## src/rtl/sc_reg_shifter_pkg.sv

```systemverilog
// Shared definitions for the shift-register datapath block: FSM state encoding and default widths.
package sc_reg_shifter_pkg;

  localparam int DATAWIDTH_BUS_DEFAULT = 32;
  localparam int SHAMT_WIDTH_DEFAULT   = 5;

  localparam logic [1:0] STATE_IDLE  = 2'd0;
  localparam logic [1:0] STATE_SHIFT = 2'd1;
  localparam logic [1:0] STATE_DONE  = 2'd2;

  typedef enum logic [1:0] {
    IDLE  = STATE_IDLE,
    SHIFT = STATE_SHIFT,
    DONE  = STATE_DONE
  } state_e;

endpackage

```

## src/rtl/sc_reg_shifter_if.sv

```systemverilog
// Control-unit side bundle of the shift register: load/clear/start strobes, write data and status.
interface sc_reg_shifter_if
  import sc_reg_shifter_pkg::*;
#(
  parameter int DATAWIDTH_BUS = DATAWIDTH_BUS_DEFAULT,
  parameter int SHAMT_WIDTH   = SHAMT_WIDTH_DEFAULT
) ();

  logic                     sc_reg_shifter_clear_InHigh;
  logic                     sc_reg_shifter_load_InHigh;
  logic [DATAWIDTH_BUS-1:0] sc_reg_shifter_data_InBus;
  logic                     sc_reg_shifter_start_InHigh;
  logic                     sc_reg_shifter_dir_InHigh;
  logic [SHAMT_WIDTH-1:0]   sc_reg_shifter_shamt_InBus;
  logic [DATAWIDTH_BUS-1:0] sc_reg_shifter_data_OutBus;
  logic                     sc_reg_shifter_busy_OutHigh;
  logic                     sc_reg_shifter_done_OutHigh;

  modport master (
    output sc_reg_shifter_clear_InHigh, sc_reg_shifter_load_InHigh, sc_reg_shifter_data_InBus,
           sc_reg_shifter_start_InHigh, sc_reg_shifter_dir_InHigh, sc_reg_shifter_shamt_InBus,
    input  sc_reg_shifter_data_OutBus, sc_reg_shifter_busy_OutHigh, sc_reg_shifter_done_OutHigh
  );

  modport slave (
    input  sc_reg_shifter_clear_InHigh, sc_reg_shifter_load_InHigh, sc_reg_shifter_data_InBus,
           sc_reg_shifter_start_InHigh, sc_reg_shifter_dir_InHigh, sc_reg_shifter_shamt_InBus,
    output sc_reg_shifter_data_OutBus, sc_reg_shifter_busy_OutHigh, sc_reg_shifter_done_OutHigh
  );

endinterface

```

## src/rtl/sc_reg_shifter_counter.sv

```systemverilog
// Loadable down-counter tracking remaining shift steps; tc_o flags the last step (count == 1).
module sc_reg_shifter_counter #(
  parameter int W = 5
) (
  input  logic         clk,
  input  logic         rst_n,
  input  logic         clear_i,
  input  logic         load_i,
  input  logic [W-1:0] load_val_i,
  input  logic         dec_i,
  output logic         tc_o
);

  logic [W-1:0] count_q, count_d;

  always_comb begin
    count_d = count_q;
    if (clear_i)      count_d = '0;
    else if (load_i)  count_d = load_val_i;
    else if (dec_i)   count_d = count_q - W'(1);
  end

  always_ff @(posedge clk or negedge rst_n) begin
    if (!rst_n) count_q <= '0;
    else        count_q <= count_d;
  end

  assign tc_o = (count_q == W'(1));

endmodule

```

## src/rtl/sc_reg_shifter.sv

```systemverilog
// Writable register with a one-bit-per-clock serial shifter and busy/done handshake.
// Define SC_REG_SHIFTER_ARITH_EN for arithmetic (sign-filling) right shifts; default is logical.
module sc_reg_shifter
  import sc_reg_shifter_pkg::*;
#(
  parameter int                       DATAWIDTH_BUS        = DATAWIDTH_BUS_DEFAULT,
  parameter int                       SHAMT_WIDTH          = SHAMT_WIDTH_DEFAULT,
  parameter logic [DATAWIDTH_BUS-1:0] DATA_REGSHIFTER_INIT = '0
) (
  input logic           sc_reg_shifter_CLOCK_50,
  input logic           sc_reg_shifter_RESET_InLow,
  sc_reg_shifter_if.slave bus
);

  state_e                   state_q, state_d;
  logic [DATAWIDTH_BUS-1:0] data_q, data_d, shifted;
  logic                     dir_q, dir_d;
  logic                     fill;
  logic                     cnt_clear, cnt_load, cnt_dec, cnt_tc;

`ifdef SC_REG_SHIFTER_ARITH_EN
  assign fill = data_q[DATAWIDTH_BUS-1];
`else
  assign fill = 1'b0;
`endif

  assign shifted = dir_q ? {fill, data_q[DATAWIDTH_BUS-1:1]}
                         : {data_q[DATAWIDTH_BUS-2:0], 1'b0};

  always_comb begin
    state_d   = state_q;
    data_d    = data_q;
    dir_d     = dir_q;
    cnt_clear = 1'b0;
    cnt_load  = 1'b0;
    cnt_dec   = 1'b0;
    if (bus.sc_reg_shifter_clear_InHigh) begin
      state_d   = IDLE;
      data_d    = DATA_REGSHIFTER_INIT;
      cnt_clear = 1'b1;
    end else begin
      case (state_q)
        SHIFT: begin
          // load/start are deliberately not queued while shifting
          data_d  = shifted;
          cnt_dec = 1'b1;
          if (cnt_tc) state_d = DONE;
        end
        IDLE, DONE: begin
          state_d = IDLE;
          if (bus.sc_reg_shifter_load_InHigh) begin
            data_d = bus.sc_reg_shifter_data_InBus;
          end else if (bus.sc_reg_shifter_start_InHigh) begin
            dir_d    = bus.sc_reg_shifter_dir_InHigh;
            cnt_load = 1'b1;
            state_d  = (bus.sc_reg_shifter_shamt_InBus == '0) ? DONE : SHIFT;
          end
        end
        default: state_d = IDLE;
      endcase
    end
  end

  always_ff @(posedge sc_reg_shifter_CLOCK_50 or negedge sc_reg_shifter_RESET_InLow) begin
    if (!sc_reg_shifter_RESET_InLow) begin
      state_q <= IDLE;
      data_q  <= DATA_REGSHIFTER_INIT;
      dir_q   <= 1'b0;
    end else begin
      state_q <= state_d;
      data_q  <= data_d;
      dir_q   <= dir_d;
    end
  end

  sc_reg_shifter_counter #(.W(SHAMT_WIDTH)) u_counter (
    .clk        (sc_reg_shifter_CLOCK_50),
    .rst_n      (sc_reg_shifter_RESET_InLow),
    .clear_i    (cnt_clear),
    .load_i     (cnt_load),
    .load_val_i (bus.sc_reg_shifter_shamt_InBus),
    .dec_i      (cnt_dec),
    .tc_o       (cnt_tc)
  );

  assign bus.sc_reg_shifter_data_OutBus  = data_q;
  assign bus.sc_reg_shifter_busy_OutHigh = (state_q == SHIFT);
  assign bus.sc_reg_shifter_done_OutHigh = (state_q == DONE);

endmodule
```

## src/flat_wrapper.sv

```systemverilog
// flat-port wrapper written by rule: the top's interface ports become plain ports
module sc_reg_shifter_flat import sc_reg_shifter_pkg::*;
#(
  parameter int                       DATAWIDTH_BUS        = DATAWIDTH_BUS_DEFAULT,
  parameter int                       SHAMT_WIDTH          = SHAMT_WIDTH_DEFAULT,
  parameter logic [DATAWIDTH_BUS-1:0] DATA_REGSHIFTER_INIT = '0
)
  (sc_reg_shifter_CLOCK_50, sc_reg_shifter_RESET_InLow, bus_sc_reg_shifter_clear_InHigh, bus_sc_reg_shifter_load_InHigh, bus_sc_reg_shifter_data_InBus, bus_sc_reg_shifter_start_InHigh, bus_sc_reg_shifter_dir_InHigh, bus_sc_reg_shifter_shamt_InBus, bus_sc_reg_shifter_data_OutBus, bus_sc_reg_shifter_busy_OutHigh, bus_sc_reg_shifter_done_OutHigh);
  sc_reg_shifter_if #(.DATAWIDTH_BUS(DATAWIDTH_BUS), .SHAMT_WIDTH(SHAMT_WIDTH)) bus_i ();
  input logic sc_reg_shifter_CLOCK_50;
  input logic sc_reg_shifter_RESET_InLow;
  input wire logic [$bits(bus_i.sc_reg_shifter_clear_InHigh)-1:0] bus_sc_reg_shifter_clear_InHigh;
  input wire logic [$bits(bus_i.sc_reg_shifter_load_InHigh)-1:0] bus_sc_reg_shifter_load_InHigh;
  input wire logic [$bits(bus_i.sc_reg_shifter_data_InBus)-1:0] bus_sc_reg_shifter_data_InBus;
  input wire logic [$bits(bus_i.sc_reg_shifter_start_InHigh)-1:0] bus_sc_reg_shifter_start_InHigh;
  input wire logic [$bits(bus_i.sc_reg_shifter_dir_InHigh)-1:0] bus_sc_reg_shifter_dir_InHigh;
  input wire logic [$bits(bus_i.sc_reg_shifter_shamt_InBus)-1:0] bus_sc_reg_shifter_shamt_InBus;
  output wire logic [$bits(bus_i.sc_reg_shifter_data_OutBus)-1:0] bus_sc_reg_shifter_data_OutBus;
  output wire logic [$bits(bus_i.sc_reg_shifter_busy_OutHigh)-1:0] bus_sc_reg_shifter_busy_OutHigh;
  output wire logic [$bits(bus_i.sc_reg_shifter_done_OutHigh)-1:0] bus_sc_reg_shifter_done_OutHigh;
  assign bus_i.sc_reg_shifter_clear_InHigh = bus_sc_reg_shifter_clear_InHigh;
  assign bus_i.sc_reg_shifter_load_InHigh = bus_sc_reg_shifter_load_InHigh;
  assign bus_i.sc_reg_shifter_data_InBus = bus_sc_reg_shifter_data_InBus;
  assign bus_i.sc_reg_shifter_start_InHigh = bus_sc_reg_shifter_start_InHigh;
  assign bus_i.sc_reg_shifter_dir_InHigh = bus_sc_reg_shifter_dir_InHigh;
  assign bus_i.sc_reg_shifter_shamt_InBus = bus_sc_reg_shifter_shamt_InBus;
  assign bus_sc_reg_shifter_data_OutBus = bus_i.sc_reg_shifter_data_OutBus;
  assign bus_sc_reg_shifter_busy_OutHigh = bus_i.sc_reg_shifter_busy_OutHigh;
  assign bus_sc_reg_shifter_done_OutHigh = bus_i.sc_reg_shifter_done_OutHigh;
  sc_reg_shifter #(.DATAWIDTH_BUS(DATAWIDTH_BUS), .SHAMT_WIDTH(SHAMT_WIDTH), .DATA_REGSHIFTER_INIT(DATA_REGSHIFTER_INIT)) u_core (.sc_reg_shifter_CLOCK_50(sc_reg_shifter_CLOCK_50), .sc_reg_shifter_RESET_InLow(sc_reg_shifter_RESET_InLow), .bus(bus_i));
endmodule
```

## config.mk

```make
export PLATFORM = sky130hd
export DESIGN_NAME = sc_reg_shifter_flat
export DESIGN_NICKNAME = d
export VERILOG_FILES = /design/src/rtl/sc_reg_shifter_pkg.sv /design/src/rtl/sc_reg_shifter_if.sv /design/src/rtl/sc_reg_shifter_counter.sv /design/src/rtl/sc_reg_shifter.sv /design/src/flat_wrapper.sv
export SDC_FILE = /design/constraint.sdc
export NUM_CORES = 1
export LEC_CHECK = 0
export BUFFER_PORTS_ARGS = -buffer_cell sky130_fd_sc_hd__buf_2
export CORE_MARGIN = 2
export CORE_UTILIZATION = 50
export DETAILED_ROUTE_END_ITERATION = 12
export GPL_TIMING_DRIVEN = 0
export MAX_ROUTING_LAYER = met4
export PLACE_DENSITY = 0.76
export SLEW_MARGIN = 25
export SYNTH_ARGS = -nofsm -noshare
export SYNTH_HDL_FRONTEND = slang
export SYNTH_SLANG_ARGS = --single-unit
```

## constraint.sdc

```tcl
create_clock -name sc_reg_shifter_CLOCK_50 -period 1.9 [get_ports sc_reg_shifter_CLOCK_50]
set_input_delay 0.38 -clock sc_reg_shifter_CLOCK_50 [delete_from_list [all_inputs] [get_ports sc_reg_shifter_CLOCK_50]]
set_output_delay 0.38 -clock sc_reg_shifter_CLOCK_50 [all_outputs]
set_load 0.005 [all_outputs]
```

==> impl_metrics.env <==
export IMPL_ys_flop_type="dfrtp_1"
export IMPL_synth_compound_area_share_pct=21.8
export IMPL_final_cell_area_mm2=0.00289
export IMPL_p_int_w=0.00168
export IMPL_peakVddDrop_mv=0.497
export IMPL_routed_wl_um=5730
export IMPL_ys_ff_latch=40
export IMPL_synth_fa_ha_area_share_pct=1.09
export IMPL_rsz0062_at_grt="false"
export IMPL_antenna_found_initial=0
export IMPL_crit_type="reg2out"
export IMPL_cp_max_fo=19
export IMPL_dieHeight_um=71.9
export IMPL_ant_nets=0
export IMPL_period_share_pct=91.9
export IMPL_netlist_area_mm2=0.00231
export IMPL_post_route_util_pct=66.0
export IMPL_timing_fmax_mhz=573
export IMPL_placed_area_mm2=0.00275
export IMPL_switching_power_w=0.000777
export IMPL_synth_area_leader_cell="dfrtp_1"
export IMPL_synthesis_nets=283
export IMPL_grt_pass1_wl_um=9630
export IMPL_arrival_ns=1.37
export IMPL_core_mm2=0.00438
export IMPL_clock_tree_buffer_depth=2
export IMPL_drc=0
export IMPL_dieArea_mm2=0.00517
export IMPL_cts_root_buffer_cell="clkbuf_8"
export IMPL_synth_simple_area_share_pct=14.5
export IMPL_synthArstFlopShare_pct=100
export IMPL_std_cell_rows=24
export IMPL_pwr_share_clk_pct=28.2
export IMPL_clock_skew_ns=0.00362
export IMPL_setup_viol=0
export IMPL_drive_above_1_share_pct=29.7
export IMPL_avgViaCountPerCell=5.69
export IMPL_dp_hpwl_um=4020
export IMPL_setup_worst_path_start="u_core.state_q[0]"
export IMPL_hold_violations=0
export IMPL_path_cells="buf_6 -> clkbuf_2 -> nor2b_1 -> buf_2"
export IMPL_syn_inst=238
export IMPL_hp_class="in2reg"
export IMPL_seq_power_share_pct=43.0
export IMPL_relSlewSlack_pct=57.6
export IMPL_clkTransAtPathRegs_ns=0.08
export IMPL_die_x_um=71.9
export IMPL_maxCapViolCount=0
export IMPL_yosysSeqAreaShare_pct=43.4
export IMPL_fin_crit_ns=1.75
export IMPL_drtIter0Drc=125
export IMPL_synth_xor_area_share_pct=0
export IMPL_r2r_start="u_core.state_q[0]"
export IMPL_clock_latency_ns=0.30
export IMPL_start_util_pct=52.6
export IMPL_required_ns=1.52
export IMPL_io_pins=77
export IMPL_synth_edff_count=0
export IMPL_critPathMaxStageDelay_ns=0.38
export IMPL_p_sw_share_pct=31.6
export IMPL_synthToLayoutAreaGrowth_pct=25.4
export IMPL_worstSetupStartpointType="register"
export IMPL_place_congestion=0.856
export IMPL_cp_slowest_cell="dfrtp_1"
export IMPL_synth_mux_area_share_pct=13.9
export IMPL_power_w=0.00246
export IMPL_tns_ns=0
export IMPL_synth_area_leaders="dfrtp_1 (43%), mux2i_1 (14%), a22o_1 (12%), a21oi_1 (6.9%), nor2_1 (5.0%)"
export IMPL_synth_top_family_by_area="compound AO/OA/AOI/OAI gates"
export IMPL_synth_commonest_cells="dfrtp_1 (40), a21oi_1 (32), a22o_1 (32), mux2i_1 (32), nor2_1 (31)"
export IMPL_finalMaxSlewViolations=0
export IMPL_worst_pin_slew_ns=0.634
export IMPL_leakage_nw=1.49
export IMPL_pwr_density_cell_mw_per_mm2=850
export IMPL_grt_overflow=0
export IMPL_combPwrFrac_pct=28.8
export IMPL_status="completed"
export IMPL_ys_warnings_count=0
export IMPL_num_nets_final=367
export IMPL_cts_max_level=2
export IMPL_numPortBuffers=76
export IMPL_cts_tree="built"
export IMPL_final_fill_count=390
export IMPL_grt_usage_pct=24.6
export IMPL_grt_pass1_vias=2029
export IMPL_n_antenna_cell=0
export IMPL_postSynthAreaPerCell_um2=9.69
export IMPL_cts_made_buffers=5
export IMPL_drt_wirelength_per_cell_um=15.3
export IMPL_num_vias=2134
export IMPL_synthDistinctLibCells=31
export IMPL_drtPass1Iterations=4
export IMPL_grt_max_degree=41
export IMPL_cp_end_kind="output pin"
export IMPL_netlist_area_leader_share_pct=43.4
export IMPL_synth_most_common_cell="dfrtp_1"
export IMPL_min_from="bus_sc_reg_shifter_dir_InHigh"
export IMPL_numClockSinks=40
## cells by family after synthesis
| kind of cell | after synthesis |
|---|---|
| AO/OA/AOI/OAI | 72 |
| flip-flops | 40 |
| AND/OR/NAND/NOR | 64 |
| multiplexers | 32 |
| buffers and inverters | 28 |
| adder cells (fa/ha/maj) | 2 |
## power groups by stage
stage | combinational, W | sequential (W) | clock, W
6_report | 0.000707 | 0.00106 | 0.000694
5_1_grt | 0.000785 | 0.00107 | 0.000745
4_1_cts | 0.000708 | 0.00105 | 0.000706
3_5_place_dp | 0.000703 | 0.00107 | 0
3_3_place_gp | 0.000691 | 0.00107 | 0
2_1_floorplan | 0.000464 | 0.00105 | 0
## sequential cells by signal, summed over array words and instances, names as in the netlist
name / cells
u_core.state_q: 2
u_core.dir_q: 1
u_core.u_counter.count_q: 5
u_core.bus.sc_reg_shifter_data_OutBus: 32
## layer usage
metal  vias up  share of wire, %  track usage (%)
li1       1039                 -                -
met1      1029                46             32.5
met2        61                48             38.8
met3         5               5.0             5.00
met4         0               1.0             6.92
met5         -                 0                -
## per-stage QoR
stage          std cells  hold WS (ns)  worst slack [ns]
2_1_floorplan        238        0.0844             0.219
3_5_place_dp         366         0.523             0.116
6_report             375         0.291             0.153
5_1_grt              375         0.286            0.0724
4_1_cts              374         0.236            0.0431
3_3_place_gp         366         0.514             0.113
## cells in the final DEF, fill, tap and decap left out, types with 2 or more instances in the layout
master,netlist,final
buf_6,2,2
clkbuf_8,0,5
nor4bb_1,2,2
nand3_1,4,4
nor4b_1,2,2
mux2i_1,32,32
clkbuf_2,0,2
o311ai_1,2,2
ha_1,2,2
nand2b_1,4,4
nand4_1,4,4
a22o_1,32,32
nand2_1,8,8
clkbuf_1,17,14
nor2_1,31,31
a21oi_1,32,32
buf_2,3,79
nor3_1,2,2
dfrtp_1,40,40
inv_1,6,6
## final timing paths
path,end,slack (ns),cells after the start
setup / recovery,bus_sc_reg_shifter_done_OutHigh,0.15,4
hold / removal,u_core.dir_q,0.29,3
setup reg to reg,u_core.u_counter.count_q[2],0.16,5
hold reg to reg,u_core.bus.sc_reg_shifter_data_OutBus[31],0.54,1
max in group asynchronous,u_core.bus.sc_reg_shifter_data_OutBus[17],0.94,3
min in group asynchronous,u_core.u_counter.count_q[2],0.51,2
## repair_timing
action | in CTS | in global routing
endpoints found under the setup margin | 2 | 1
hold buffers | 0 | 1
resized for setup | 3 | 0
buffers inserted | 0 | 0
hold endpoints to repair | 0 | 11
pin swaps | 0 | 0
## critical path: cells and delay by family, from the launching register on
family | cells | cell delay, ns
DFF | 1 | 0.38
and+or+nand+nor | 1 | 0.17
buffers and inverters | 3 | 0.52
## cell type report
type                    count  area [µm²]  share of cell area [%]
well taps                  52        65.1                    2.25
inverters                   6        22.5                   0.779
multi-input cells         170        1180                    40.8
repair buffers             78         410                    14.2
clock inverters             3        42.5                    1.47
flip-flops and latches     40        1000                    34.6
plain buffers              21         100                    3.46
clock buffers               5        68.8                    2.38
No activity file was read; power rests on OpenSTA's default activity.
